<file path="src/rtl/fmultiplier.sv">
// fmultiplier: two-stage IEEE-754 binary32 multiplier with round-to-nearest-even,
// flush-to-zero on subnormal inputs and an exception flag for NaN/Inf results.
module fmultiplier (
  input  logic        clk,
  input  logic        reset_n,
  input  logic [31:0] A,
  input  logic [31:0] B,
  output logic [31:0] result,
  output logic        exception
);

  localparam int unsigned ExpW  = 8;
  localparam int unsigned FracW = 23;
  localparam int unsigned SigW  = FracW + 1;
  localparam int unsigned ProdW = 2 * SigW;
  localparam int unsigned EsumW = 10;

  typedef enum logic [1:0] {
    CLS_NORM = 2'd0,
    CLS_ZERO = 2'd1,
    CLS_INF  = 2'd2,
    CLS_NAN  = 2'd3
  } cls_e;

  // stage 1 registers
  logic                    sign_q, sign_d;
  logic signed [EsumW-1:0] exp_q, exp_d;
  logic [ProdW-1:0]        prod_q, prod_d;
  cls_e                    cls_q, cls_d;

  // stage 2 next-state
  logic [31:0] result_d;
  logic        exception_d;

  logic [ExpW-1:0]  exp_a, exp_b;
  logic [FracW-1:0] frac_a, frac_b;
  logic             a_nan, a_inf, a_zero, b_nan, b_inf, b_zero;

  // Stage 1: sign, biased exponent sum, significand product and operand class
  always_comb begin
    exp_a  = A[30:23];
    exp_b  = B[30:23];
    frac_a = A[22:0];
    frac_b = B[22:0];
    a_nan  = (&exp_a) & (|frac_a);
    a_inf  = (&exp_a) & ~(|frac_a);
    a_zero = ~(|exp_a);
    b_nan  = (&exp_b) & (|frac_b);
    b_inf  = (&exp_b) & ~(|frac_b);
    b_zero = ~(|exp_b);

    sign_d = A[31] ^ B[31];
    exp_d  = $signed({2'b00, exp_a}) + $signed({2'b00, exp_b}) - 10'sd127;
    prod_d = ProdW'({1'b1, frac_a}) * ProdW'({1'b1, frac_b});

    if (a_nan | b_nan | (a_zero & b_inf) | (a_inf & b_zero)) begin
      cls_d = CLS_NAN;
    end else if (a_inf | b_inf) begin
      cls_d = CLS_INF;
    end else if (a_zero | b_zero) begin
      cls_d = CLS_ZERO;
    end else begin
      cls_d = CLS_NORM;
    end
  end

  logic                    norm;
  logic [FracW-1:0]        mant;
  logic                    g_bit, r_bit, s_bit, rnd_up;
  logic [SigW-1:0]         mant_r;
  logic signed [EsumW-1:0] exp_n, exp_f;
  logic [FracW-1:0]        frac_f;

  // Stage 2: normalize, round to nearest even, renormalize, then range/special select
  always_comb begin
    norm   = prod_q[47];
    mant   = norm ? prod_q[46:24] : prod_q[45:23];
    g_bit  = norm ? prod_q[23] : prod_q[22];
    r_bit  = norm ? prod_q[22] : prod_q[21];
    s_bit  = norm ? (|prod_q[21:0]) : (|prod_q[20:0]);
    exp_n  = exp_q + (norm ? 10'sd1 : 10'sd0);
    rnd_up = g_bit & (r_bit | s_bit | mant[0]);
    mant_r = {1'b0, mant} + SigW'(rnd_up);
    exp_f  = exp_n + (mant_r[23] ? 10'sd1 : 10'sd0);
    frac_f = mant_r[23] ? '0 : mant_r[22:0];

    result_d    = 32'h0000_0000;
    exception_d = 1'b0;
    case (cls_q)
      CLS_NAN: begin
        result_d    = 32'h7FC0_0000;
        exception_d = 1'b1;
      end
      CLS_INF: begin
        result_d    = {sign_q, 8'hFF, 23'd0};
        exception_d = 1'b1;
      end
      CLS_ZERO: begin
        result_d = {sign_q, 31'd0};
      end
      default: begin
        if (exp_f <= 10'sd0) begin
          result_d = {sign_q, 31'd0};
        end else if (exp_f >= 10'sd255) begin
          result_d    = {sign_q, 8'hFF, 23'd0};
          exception_d = 1'b1;
        end else begin
          result_d = {sign_q, exp_f[7:0], frac_f};
        end
      end
    endcase
  end

  // Pipeline registers, cleared asynchronously by reset_n
  always_ff @(posedge clk or negedge reset_n) begin
    if (!reset_n) begin
      sign_q    <= 1'b0;
      exp_q     <= '0;
      prod_q    <= '0;
      cls_q     <= CLS_NORM;
      result    <= 32'h0000_0000;
      exception <= 1'b0;
    end else begin
      sign_q    <= sign_d;
      exp_q     <= exp_d;
      prod_q    <= prod_d;
      cls_q     <= cls_d;
      result    <= result_d;
      exception <= exception_d;
    end
  end

endmodule

</file>
<file path="config.mk">
export PLATFORM = sky130hd
export DESIGN_NAME = fmultiplier
export DESIGN_NICKNAME = d
export VERILOG_FILES = /design/src/rtl/fmultiplier.sv
export SDC_FILE = /design/constraint.sdc
export NUM_CORES = 2
export LEC_CHECK = 0
export CAP_MARGIN = 40
export CORE_MARGIN = 2
export CORE_UTILIZATION = 45
export DETAILED_ROUTE_END_ITERATION = 12
export PLACE_DENSITY = 0.73
export SLEW_MARGIN = 20
export SYNTH_ARGS = -nofsm -noshare
export SYNTH_HDL_FRONTEND = slang
export SYNTH_SLANG_ARGS = --single-unit
export TNS_END_PERCENT = 100
</file>
<file path="constraint.sdc">
create_clock -name clk -period 8.6 [get_ports clk]
set_input_delay 1.72 -clock clk [delete_from_list [all_inputs] [get_ports clk]]
set_output_delay 1.72 -clock clk [all_outputs]
set_load 0.01 [all_outputs]
</file>
* After elaboration in Yosys (flattened, before gate mapping)
Index checks and enable logic that the tools add are counted.
Operators by class: add/subtract/negate cells 5, $mul 1, magnitude comparators 2, eq/ne operators 3, multiplexer cells 16, bitwise gates (word level) 19, reduce and logical (&&, ||, !) cells 9
Operators with widths (count):
- case mux 32 bit (3 select lines) | 1
- two-way mux 31 bit | 2
- multiplier 24 x 24 -> 48 bit | 1
- two-way mux 23 bit | 2
- OR reduction 23 bit | 2
- adder 23 x 1 -> 24 bit | 1
- OR reduction 22 bit | 1
- OR reduction 21 bit | 1
- adder 10 x 2 -> 10 bit | 2
- AND reduction 8 bit | 2
- OR reduction 8 bit | 2
- >= comparator 10 x 9 -> 1 bit, second input constant | 1
- less-or-equal comparator 10 x 1 -> 1 bit, second input constant | 1
- subtractor 9 x 7 -> 10 bit, second input constant | 1
- adder 8 x 8 -> 9 bit | 1
- two-way mux 1 bit | 8
- bitwise AND 1 bit | 7
- bitwise OR 1 bit | 7
- equality test 2 bit, second input constant | 2
- two-way mux 2 bit | 2
- NOT 1 bit | 4
- equality test 2 x 1 -> 1 bit, second input constant | 1
- case mux 1 bit (2 select lines) | 1
- OR reduction 2 bit | 1
- bitwise XOR 1 bit | 1
Word-level totals: register bits after elaboration 94, input port bits 66, output and inout bits 33, word-level logic and storage cells 61

* Longest topological paths before layout
depth in word-level cells 12, mapped depth 27, depth with buffers taken out 25

* Least setup slack after synthesis
OpenSTA, ideal clock, no wires.
kind input-to-reg, from input A[22], to register prod_q[45], data arrival time 8.009 ns, data required time 8.471 ns, path slack 0.462 ns, stages on the path 26, path buffers 3, cell sequence clkbuf_1 clkbuf_1 nand2_1 fa_1 inv_1 fa_1 inv_1 fa_1 fa_1 inv_1 fa_1 fa_1 inv_1 fa_1 inv_1 ha_1 clkbuf_1 a21oi_1 o21ai_1 a2111oi_1 a31oi_2 a211oi_2 o221ai_2 nand4_1 a31oi_1 xor2_1
Between the ends: word-level cells in the longest chain between the ends 1
RTL lines:
- from (decl) | line 6 | input logic [31:0] A,
- multiplier 24 x 24 -> 48 bit | line 54 | prod_d = ProdW'({1'b1, frac_a}) * ProdW'({1'b1, frac_b});
- net prod_d[45] | line 28 | logic [ProdW-1:0] prod_q, prod_d;
- to (signal assigned) | line 126 | prod_q <= prod_d;
- to (decl) | line 28
The timed path passes the listed nets, and every way through them passes these cells.

* Worst setup path in the final report
from input B[7], to register prod_q[45]
Between the ends: word-level cells in the longest chain between the ends 1
RTL lines:
- from (decl) | line 7 | input logic [31:0] B,
- multiplier 24 x 24 -> 48 bit | line 54
- net prod_d[45] | line 28
The timed path passes the listed nets, and every way through them passes these cells.

==> metrics list <==
* All-Layer GR Usage: 0.243
- STA puts the critical path data arrival time at 8650 ps.
- The critical path in this run is classified as primary input to flip-flop.
- Buffers inserted during clock tree synthesis total 9.
- TritonCTS built the clock tree.
* Die outline height: 230 microns
* Number of sinks handled by clock tree synthesis: 94
- Post-place instance area: 0.0259 sq mm
- Fill cells in the final layout number 4527.
- After floorplanning, the core was divided into 82 placement rows.
- Sorting the synthesized cells by area gives the leading types as sky130_fd_sc_hd__fa_1 (42%), sky130_fd_sc_hd__ha_1 (10%), sky130_fd_sc_hd__dfrtp_1 (10%).
- Share of the clock period used by the worst path after layout: 0.976
- The synthesized design contains 0 enable-type register cells.
* Share of flip-flops with an asynchronous set or reset after synthesis: 1.00
* Detailed Route Iter0 Violations: 1286
- At the end of the flow, the number of nets in the layout was 3404.
* Chip Width: 230 microns
- RSZ-0062 raised after global routing: no
- Clock Root Buffer: sky130_fd_sc_hd__clkbuf_16
- The worst hold path belongs to the class flip-flop to flip-flop.
- Max Fclk: 119 MHz
- The most numerous cell type found on the critical path is sky130_fd_sc_hd__fa_1.
- Cell taking the most area after synthesis: sky130_fd_sc_hd__fa_1
- Final GP Congestion: 0.948
- Along the worst path, the maximum fanout reaches 13.
- The later pin in the worst-skew pair is clocked with a latency of 340 ps.
* Pin slew with the least headroom to its limit: 608 ps
- Count of endpoints failing setup in the final report: 0
- Final design instance area without fill: 0.0262 sq mm
- Distinct cells, synth: 76
- For this run, the register share of the synthesized area comes to 0.102.
* Clock transition at path regs: 70 ps
- During synthesis, Yosys emitted a total of 0 warnings.
- For this design, the CTS-stage hold fixing added 0 buffers.
* Worst max-slew margin expressed relative to the limit: 0.588
- For this run, the slowest stage of the critical path takes 680 ps.
* Antenna violations before repair: 2
- Remaining routing DRC violations: 0
- Total I/O pin count: 99
* Post-synth net total: 3253
- Number of buffers on the longest clock path: 2
- Pin count of the biggest net entering global routing: 59
- Instance count of the mapped netlist: 2512
- Fraction of final layout cells sized beyond drive strength 1: 0.0761
- The die covers 0.0530 sq mm.
- Total of max-cap violations: 0
- Summed over all layers, the global routing overflow is 0.
* Total via count in the routed design: 17500
- Between clock sinks in the finished design, the worst skew comes to 7.30 ps.
- Top cell type's share of synthesized area: 0.420
* Port bufs: 98
- Worst EP required: 8860 ps
* Global-route wire length before repair: 101000 microns
* Antenna-violating nets left: 0
* Min Tclk post-route: 8390 ps
- The worst setup path is captured at a flip-flop.
- Syn-to-layout area delta: 13.7%
- On the critical path, the stage with the largest delay is an instance of sky130_fd_sc_hd__clkdlybuf4s50_1.
* Number of detailed-routing iterations run before antenna repair: 7
- H-tree Lvls: 3
- The via count of the first global-routing pass came to 19300.
* Run status: finished, final reports clean
- Mean cell area of the mapped netlist: 9.18 sq um
- CORE AREA: 0.0504 sq mm
- Total standard cell area after synthesis: 0.0230 sq mm
- Hpwl dp: 52600 microns
- Drt wl/cell: 18.5 microns
* Final Hold Vio Count: 0
* Synth Flop Type: sky130_fd_sc_hd__dfrtp_1
* Routed Wire Length: 61900 microns
* DR vias/cell: 5.25
* Starting Density: 0.458
- Counting flops and latches in the post-synthesis netlist gives 94.
- Total count of max-transition violations in the final report: 0
- Startpoint types: primary input
[layer usage]
| layer | vias up | share of wire | track usage |
|---|---|---|---|
| li1 | 7798 | - | - |
| met2 | 659 | 0.48 | 0.408 |
| met1 | 8949 | 0.41 | 0.314 |
| met4 | 2 | 0.037 | 0.0847 |
| met5 | - | 0.00015 | 0 |
| met3 | 136 | 0.075 | 0.0477 |
[per-stage QoR]
step	util	std cells	setup WS [ps]	hold WS, ps	setup TNS [ps]
6_report	0.520	3341	209	473	0
5_1_grt	0.520	3340	5.17	528	0
4_1_cts	0.519	3338	250	473	0
3_5_place_dp	0.513	3322	-89.9	455	-175
3_3_place_gp	0.513	3321	2.35	440	0
2_1_floorplan	-	2512	462	428	0
[kinds of logic (layout without fill, tap and decap cells)]
kind of cell    Yosys count  after routing  synth area share
simple gates            768            768             0.166
buf+inv                 684            840             0.112
fa+ha+maj               675            675             0.524
compound gates          194            194            0.0584
flops                    94             94             0.102
xor+xnor                 88             88            0.0334
mux                       9              9           0.00396
other cells               0              1                 0
[placed cells by master (no fill, tap or decap), drive strengths merged, types with 16 or more instances in the layout]
cell type	n
nand2	313
nor4	19
nand3	22
dfrtp	94
fa	484
inv	572
a21oi	64
a21o	27
clkdlybuf4s50	97
nor2b	16
nor2	98
xor2	36
and2	240
ha	191
nand4	18
o21ai	29
xnor2	52
buf	153
[state kept, by name (all words and copies together), names as in the netlist]
signal     count
result        32
exception      1
exp_q         10
prod_q        48
cls_q          2
sign_q         1
[final cells by class]
| cell class | instances | area (sq um) | area share |
|---|---|---|---|
| Antenna cell | 1 | 2.50 | 0.0000955 |
| Clock inverter | 7 | 77.6 | 0.00296 |
| Timing Repair Buffer | 250 | 2430 | 0.0928 |
| Sequential cell | 94 | 2350 | 0.0898 |
| Multi-Input combinational cell | 1734 | 18100 | 0.691 |
| Clock buffer | 9 | 225 | 0.00860 |
| Inverter | 574 | 2160 | 0.0824 |
| Tap cell | 672 | 841 | 0.0321 |
[Yosys cell counts (all sizes together) (6+ instances only)]
cell type and n:
inv 569, fa 484, nand2 313, and2 240
ha 191, clkbuf 105, nor2 98, dfrtp 94
a21oi 64, xnor2 52, xor2 36, o21ai 29
a21o 27, nand3 22, nor4 19, nand4 18
nor2b 16, a211oi 15, o21bai 12, nor3 11
and3 9, a31oi 8, mux2i 8, nand2b 6
o31ai 6
[critical path: cells and delay by family]
kind                     cells  cell delay [ps]
AO/OA/AOI/OAI                4              960
XOR/XNOR                     1              170
adder cells (fa/ha/maj)      8             3800
buffers and inverters        8             1290
AND/OR/NAND/NOR              4              670
[repair_timing]
action / CTS / global route
setup endpoints to repair: 0 / 2
gates resized for setup: 0 / 3
setup buffers: 0 / 2
[worst paths after layout]
path                       slack, ps       start          to  cells after the start
max                              210        B[7]  prod_q[45]                     25
min                              470      sign_q  result[31]                      1
max reg2reg                     2660  prod_q[47]  result[12]                     22
min reg2reg                      470      sign_q  result[31]                      1
max in group asynchronous       6400     reset_n  prod_q[17]                      3
min in group asynchronous       1220     reset_n  result[27]                      1
Power is left out: the tool's default activity adds up to more than one toggle a clock period on the data nets, which glitch-free logic cannot reach.
